**config.mk**
```make
export PLATFORM = sky130hd
export DESIGN_NAME = uart_cmd_assembler
export DESIGN_NICKNAME = d
export VERILOG_FILES = /design/src/rtl/uart_pkg.sv /design/src/rtl/uart_cmd_assembler.sv
export SDC_FILE = /design/constraint.sdc
export NUM_CORES = 1
export LEC_CHECK = 0
export CAP_MARGIN = 20
export CORE_MARGIN = 4
export CORE_UTILIZATION = 40
export CTS_CLUSTER_DIAMETER = 30
export DETAILED_ROUTE_END_ITERATION = 8
export PLACE_DENSITY = 0.65
export REMOVE_ABC_BUFFERS = 1
export SETUP_SLACK_MARGIN = 0.1
export SKIP_CTS_REPAIR_TIMING = 1
export SLEW_MARGIN = 40
export SYNTH_ARGS = -nofsm -noshare
export SYNTH_HDL_FRONTEND = slang
export SYNTH_SLANG_ARGS = --single-unit
```
**constraint.sdc**
```tcl
create_clock -name clk -period 1.85 [get_ports clk]
set_clock_uncertainty 0.05 [all_clocks]
set_input_delay 0.37 -clock clk [delete_from_list [all_inputs] [get_ports clk]]
set_output_delay 0.37 -clock clk [all_outputs]
set_load 0.05 [all_outputs]
```
**src/rtl/uart_pkg.sv**
```systemverilog
// Purpose: shared types and widths for the UART command assembler.
// Latency: n/a (declarations only).
// Backpressure: n/a.
package uart_pkg;

  localparam int CMD_W  = 16;
  localparam int BYTE_W = 8;

  typedef enum logic {
    WAIT_HI = 1'b0,
    WAIT_LO = 1'b1
  } asm_state_t;

endpackage : uart_pkg

```
**src/rtl/uart_cmd_assembler.sv**
```systemverilog
// Purpose: packs pairs of received UART bytes (high first) into 16-bit commands.
// Latency: cmd/cmd_rdy valid one clk after the low byte's rx_rdy is sampled.
// Backpressure: none toward the receiver (every byte acked the same cycle);
//               an unconsumed command is overwritten and flagged by sticky overrun.
// Ports:
//   clk, rst            - clock, synchronous active-high reset
//   rx_data, rx_rdy     - byte and level ready flag from the UART receiver
//   rx_clr_rdy          - combinational acknowledge clearing the receiver's flag
//   cmd, cmd_rdy        - assembled command and its held valid level
//   clr_cmd_rdy         - consumer acknowledge for cmd_rdy
//   overrun             - sticky: a command completed while cmd_rdy was still set
//   frame_err           - one-cycle pulse when the low byte never arrived in time
module uart_cmd_assembler
  import uart_pkg::*;
#(
  parameter int TIMEOUT_CYCLES = 65536,
  parameter int CNT_W          = $clog2(TIMEOUT_CYCLES)
) (
  input  logic              clk,
  input  logic              rst,
  input  logic [BYTE_W-1:0] rx_data,
  input  logic              rx_rdy,
  output logic              rx_clr_rdy,
  output logic [CMD_W-1:0]  cmd,
  output logic              cmd_rdy,
  input  logic              clr_cmd_rdy,
  output logic              overrun,
  output logic              frame_err
);

  localparam logic [CNT_W-1:0] CNT_LIM = CNT_W'(TIMEOUT_CYCLES - 1);

  asm_state_t        state_q, state_d;
  logic [BYTE_W-1:0] hi_q, hi_d;
  logic [CMD_W-1:0]  cmd_q, cmd_d;
  logic [CNT_W-1:0]  cnt_q, cnt_d;
  logic              cmd_rdy_q, cmd_rdy_d;
  logic              ovr_q, ovr_d;
  logic              ferr_q, ferr_d;
  logic              complete;

  // The byte is always consumed in the cycle it is presented, so the receiver
  // drops rdy next cycle and no byte is ever seen twice.
  assign rx_clr_rdy = rx_rdy & ~rst;

  always_comb begin
    state_d  = state_q;
    hi_d     = hi_q;
    cmd_d    = cmd_q;
    cnt_d    = cnt_q;
    ferr_d   = 1'b0;
    complete = 1'b0;
    case (state_q)
      WAIT_HI: begin
        if (rx_rdy) begin
          hi_d    = rx_data;
          cnt_d   = '0;
          state_d = WAIT_LO;
        end
      end
      WAIT_LO: begin
        // A byte arriving on the limit cycle beats the timeout.
        if (rx_rdy) begin
          cmd_d    = {hi_q, rx_data};
          complete = 1'b1;
          state_d  = WAIT_HI;
        end else if (cnt_q == CNT_LIM) begin
          ferr_d  = 1'b1;
          hi_d    = '0;
          state_d = WAIT_HI;
        end else begin
          cnt_d = cnt_q + CNT_W'(1);
        end
      end
      default: state_d = WAIT_HI;
    endcase

    // Completion wins over a same-cycle acknowledge; that case is not an overrun.
    cmd_rdy_d = complete | (cmd_rdy_q & ~clr_cmd_rdy);
    ovr_d     = ovr_q | (complete & cmd_rdy_q & ~clr_cmd_rdy);
  end

  always_ff @(posedge clk) begin
    if (rst) begin
      state_q   <= WAIT_HI;
      hi_q      <= '0;
      cmd_q     <= '0;
      cnt_q     <= '0;
      cmd_rdy_q <= 1'b0;
      ovr_q     <= 1'b0;
      ferr_q    <= 1'b0;
    end else begin
      state_q   <= state_d;
      hi_q      <= hi_d;
      cmd_q     <= cmd_d;
      cnt_q     <= cnt_d;
      cmd_rdy_q <= cmd_rdy_d;
      ovr_q     <= ovr_d;
      ferr_q    <= ferr_d;
    end
  end

  assign cmd       = cmd_q;
  assign cmd_rdy   = cmd_rdy_q;
  assign overrun   = ovr_q;
  // Masked so a pulse registered just before reset never shows while rst is high.
  assign frame_err = ferr_q & ~rst;

endmodule : uart_cmd_assembler

```
After elaboration in Yosys (flattened, before gate mapping). Index checks and enable logic that the tools add are counted.

Register bits: 44. Input port bits: 12. Output and inout bits: 20. Word-level logic and storage cells: 41.

$add $sub $neg: 1. Equality and inequality tests: 5. Muxes and demuxes: 14. Bitwise gates (word level): 10. Reductions and logical operators: 4.

Operator list (count): 16-bit two-way mux (3); 16-bit one-hot mux with 2 select lines (1); 8-bit two-way mux (3); 16-bit by 1-bit adder with 16-bit output, second input constant (1); 16-bit equality test, second input constant (1); 8-bit one-hot mux with 2 select lines (1); 2-bit != test, second input constant (3); 3-bit AND reduction (2); 1-bit AND (5); 1-bit two-way mux (5); 1-bit NOT (3); 3-bit OR reduction (1); 2-bit by 1-bit != test with 1-bit output, second input constant (1); 1-bit OR (2); 1-bit one-hot mux with 2 select lines (1); 2-bit AND reduction (1).

Logic depth before layout (Yosys ltp).
Depth after elaboration: 5. Mapped depth: 6. Mapped depth without buffers: 5.

Worst setup path before layout. No wires, ideal clock.

Path kind: register to register. Start point: register cnt_q[0]. End point: register cnt_q[1]. Library setup time: 126 ps. Arrival: 1669 ps. Data required time: 1674 ps. Slack: 6 ps. Stages on the path, launching flop included: 7. Buffers on the path: 1. Clock period less this slack: 1844 ps. Cell sequence: dfxtp_1 > ha_1 > nand4_4 > or4_4 > buf_6 > a31oi_1 > o32ai_1.

Cells in the longest elaborated chain, start to end: 4. Elaborated cells between the ends (all ways): 7. Those cells by class: 1 x add/sub; 2 x eq/ne; 3 x mux; 1 x reduce/logical.

Ends and longest elaborated chain: start, declared (line uart_cmd_assembler.sv:36) `logic [CNT_W-1:0] cnt_q, cnt_d;`; start signal, assigned (line uart_cmd_assembler.sv:96) `cnt_q <= cnt_d;`; 16-bit by 1-bit adder with 16-bit output (line uart_cmd_assembler.sv:72) `cnt_d = cnt_q + CNT_W'(1);`; 16-bit two-way mux (line uart_cmd_assembler.sv:67) `end else if (cnt_q == CNT_LIM) begin`; 16-bit two-way mux (line uart_cmd_assembler.sv:63) `if (rx_rdy) begin`; 16-bit one-hot mux with 2 select lines (line uart_cmd_assembler.sv:53) `case (state_q)`.

Several ways; a longest one is shown, not always the timed one. The select of a mux whose other input is x is not followed. A chain may end at the register's enable or synchronous reset.

Final worst setup path.
Start point: register cnt_q[1]. End point: register cnt_q[15].

Same word-level chain as after synthesis.

==> impl_metrics.yaml <==
synthesis:
  yosys_most_used_dff: "dfxtp_1"
  netlist_area_sq_mm: 0.00210
  yosysWarnings: 0
  ys_ff_latch: 44
  async_flop_share: 0
  synthCells: 249
  syn_avg_cell_area_sq_um: 8.44
  ys_top_cells_by_area: "dfxtp_1 42%, nand2_1 10%, a21oi_1 7.1%, clkbuf_8 2.0%, nand3_1 1.9%"
  ys_seq_area_frac: 0.419
  yosysTopAreaCellShare: 0.419
  yosysMostFrequentCell: "nand2_1"
  synth-edff-count: 0
  yosysTopAreaCell: "dfxtp_1"
  synthTopCellsByCount: "58 x nand2_1, 44 x dfxtp_1, 30 x a21oi_1"
  synth.distinct_cells: 55
critical_path:
  cp.arrival_ns: 1.85
  startpoint_type: "register"
  crit_required_ns: 2.00
  crit_fanout: 4
  critPathMaxStageDelay_ns: 0.36
  worstSetupPathType: "reg2reg"
  crit_path_end_kind: "register"
  cp_cell_sequence: "ha_4 > nand4_4 > buf_4 > o211ai_1 > nor4b_1 > a211o_1"
  cp_top_family: "compound AO/OA/AOI/OAI gates"
  critical_path_buf_inv_count: 1
  slowest_stage: "dfxtp_2"
routing:
  drtIter0Drc: 105
  vias: 1977
  ant_nets: 0
  drc: 0
  wl_um: 5150
  wire_per_inst_um: 13.8
  vias_per_cell: 5.29
  first_pass_iters: 4
clocking:
  insertion_delay_ns: 0.30
  clk_pin_slew_ns: 0.08
  cts.sinks: 44
  htreeDepth: 2
  cts_buffer_depth: 2
  cts_root_buf: "clkbuf_8"
  cts_tree: "yes"
  cts_buffers: 5
global_route:
  grt_usage: 0.171
  grt_pass1_wl_um: 8630
  antenna_found_initial: 0
  grt_max_degree: 19
  grt.overflow.total: 0
  grt_pass1_vias: 1800
placement:
  port_buffers: 31
  place_congestion: 0.878
  dpl-instance-area_sq_mm: 0.00263
  hpwl_um: 3800
layout:
  drive_gt1_frac: 0.303
  antenna_cells: 0
  postLayoutCellArea_sq_mm: 0.00284
  final_core_util: 0.555
  layout.nets: 316
  fill_cells: 494
  syn_to_final_growth_pct: 34.9
timing:
  slew_headroom: 0.748
  finalSetupViolations: 0
  slew_violations: 0
  grt_setup_unrepaired: "false"
  fmax_ghz: 0.586
  tightest_slew_ns: 0.376
  fin_crit_ns: 1.71
  hold_viol: 0
  min_period_over_period: 0.922
job:
  maxCapViolCount: 0
power_and_ir_drop:
  leakage_nw: 1.11
  max-vdd-ir-drop_uv: 440
  power_density_mw_per_mm2: 707
floorplan:
  start_util: 0.412
  core_area_sq_mm: 0.00511
  die_y_um: 80.5
  rows: 26
  dieArea_sq_mm: 0.00648
  die_w_um: 80.5
  top_level_ports: 32
worst_hold_path:
  min_path_type: "reg2reg"
run_status:
  status: "completed"
## cells in the final DEF (no fill, tap or decap), types with 2 or more instances in the layout
cell and count:
buf_12 5, a21oi_1 30, dfxtp_2 9, nand2b_1 4
nor3_1 3, inv_1 2, and2_1 2, dfxtp_1 35
nor4_1 4, and4_2 2, clkbuf_8 6, a31oi_1 5
dlymetal6s2s_1 2, a211o_1 3, o211ai_1 4, nand2_1 58
buf_4 48, nand4_4 3, clkdlybuf4s50_1 9, o21ai_0 3
or4_1 5, nand4_1 5, nor2b_1 4, o311ai_1 2
nand3_1 8, nor2_1 8, o31ai_1 2
## final timing paths
path / slack [ns] / from / cells after the start / endpoint
setup / recovery: 0.14 / cnt_q[1] / 6 / cnt_q[15]
hold / removal: 0.41 / hi_q[1] / 2 / cmd[9]
setup reg to reg: 0.14 / cnt_q[1] / 6 / cnt_q[15]
hold reg to reg: 0.41 / hi_q[1] / 2 / cmd[9]
## area by class of cell
class	instances	area, sq um	area share
inverter	2	7.51	0.00265
clock inverter	2	38.8	0.0137
timing repair buffer	65	587	0.207
clock buffer	6	82.6	0.0291
sequential	44	892	0.315
tap	70	87.6	0.0309
multi-input combinational	185	1140	0.402
## layer usage
layer  up-vias  part of all wire  global-route usage
li1       1001                 -                   -
met1       929              0.47               0.237
met2        42              0.47               0.256
met3         5             0.050              0.0303
met4         0             0.015              0.0760
met5         -                 0                   0
## power breakdown
part           internal, mW  leakage, nW  switching, mW
registers             0.969        0.361         0.0121
logic                 0.103        0.690          0.141
clock network         0.441       0.0614          0.337
## tightest hold or removal path: stages, from the launching register on
cell,delay (ns)
dfxtp_1,0.32
nand2_1,0.05
a21oi_1,0.05
## sequential cells by signal, summed over array words and instances (netlist names)
signal,cells
cmd,16
cnt_q,16
hi_q,8
cmd_rdy,1
ferr_q,1
overrun,1
state_q,1
## logic make-up (layout without fill, tap and decap cells)
kind of cell               Yosys count  after routing  synth area share
muxes                                1              1           0.00476
and+or+nand+nor                    119            119             0.302
DFF                                 44             44             0.419
adders and majority gates            1              1           0.00595
buffers and inverters               20             75            0.0643
AOI/OAI and AO/OA                   64             64             0.204
## through the flow
step | worst slack (ns) | instances | TNS, ns | power [mW] | hold WS (ns)
after floorplan | -0.105 | 231 | -0.167 | 1.11 | 0.376
after global placement | -0.112 | 365 | -1.16 | 1.24 | 0.388
after detailed placement | -0.124 | 365 | -1.31 | 1.24 | 0.393
after CTS | -0.0321 | 373 | -0.0587 | 2.02 | 0.406
after global routing | 0.0962 | 374 | 0 | 2.09 | 0.433
final | 0.144 | 374 | 0 | 2.00 | 0.407
No activity file was read; power rests on OpenSTA's default activity.
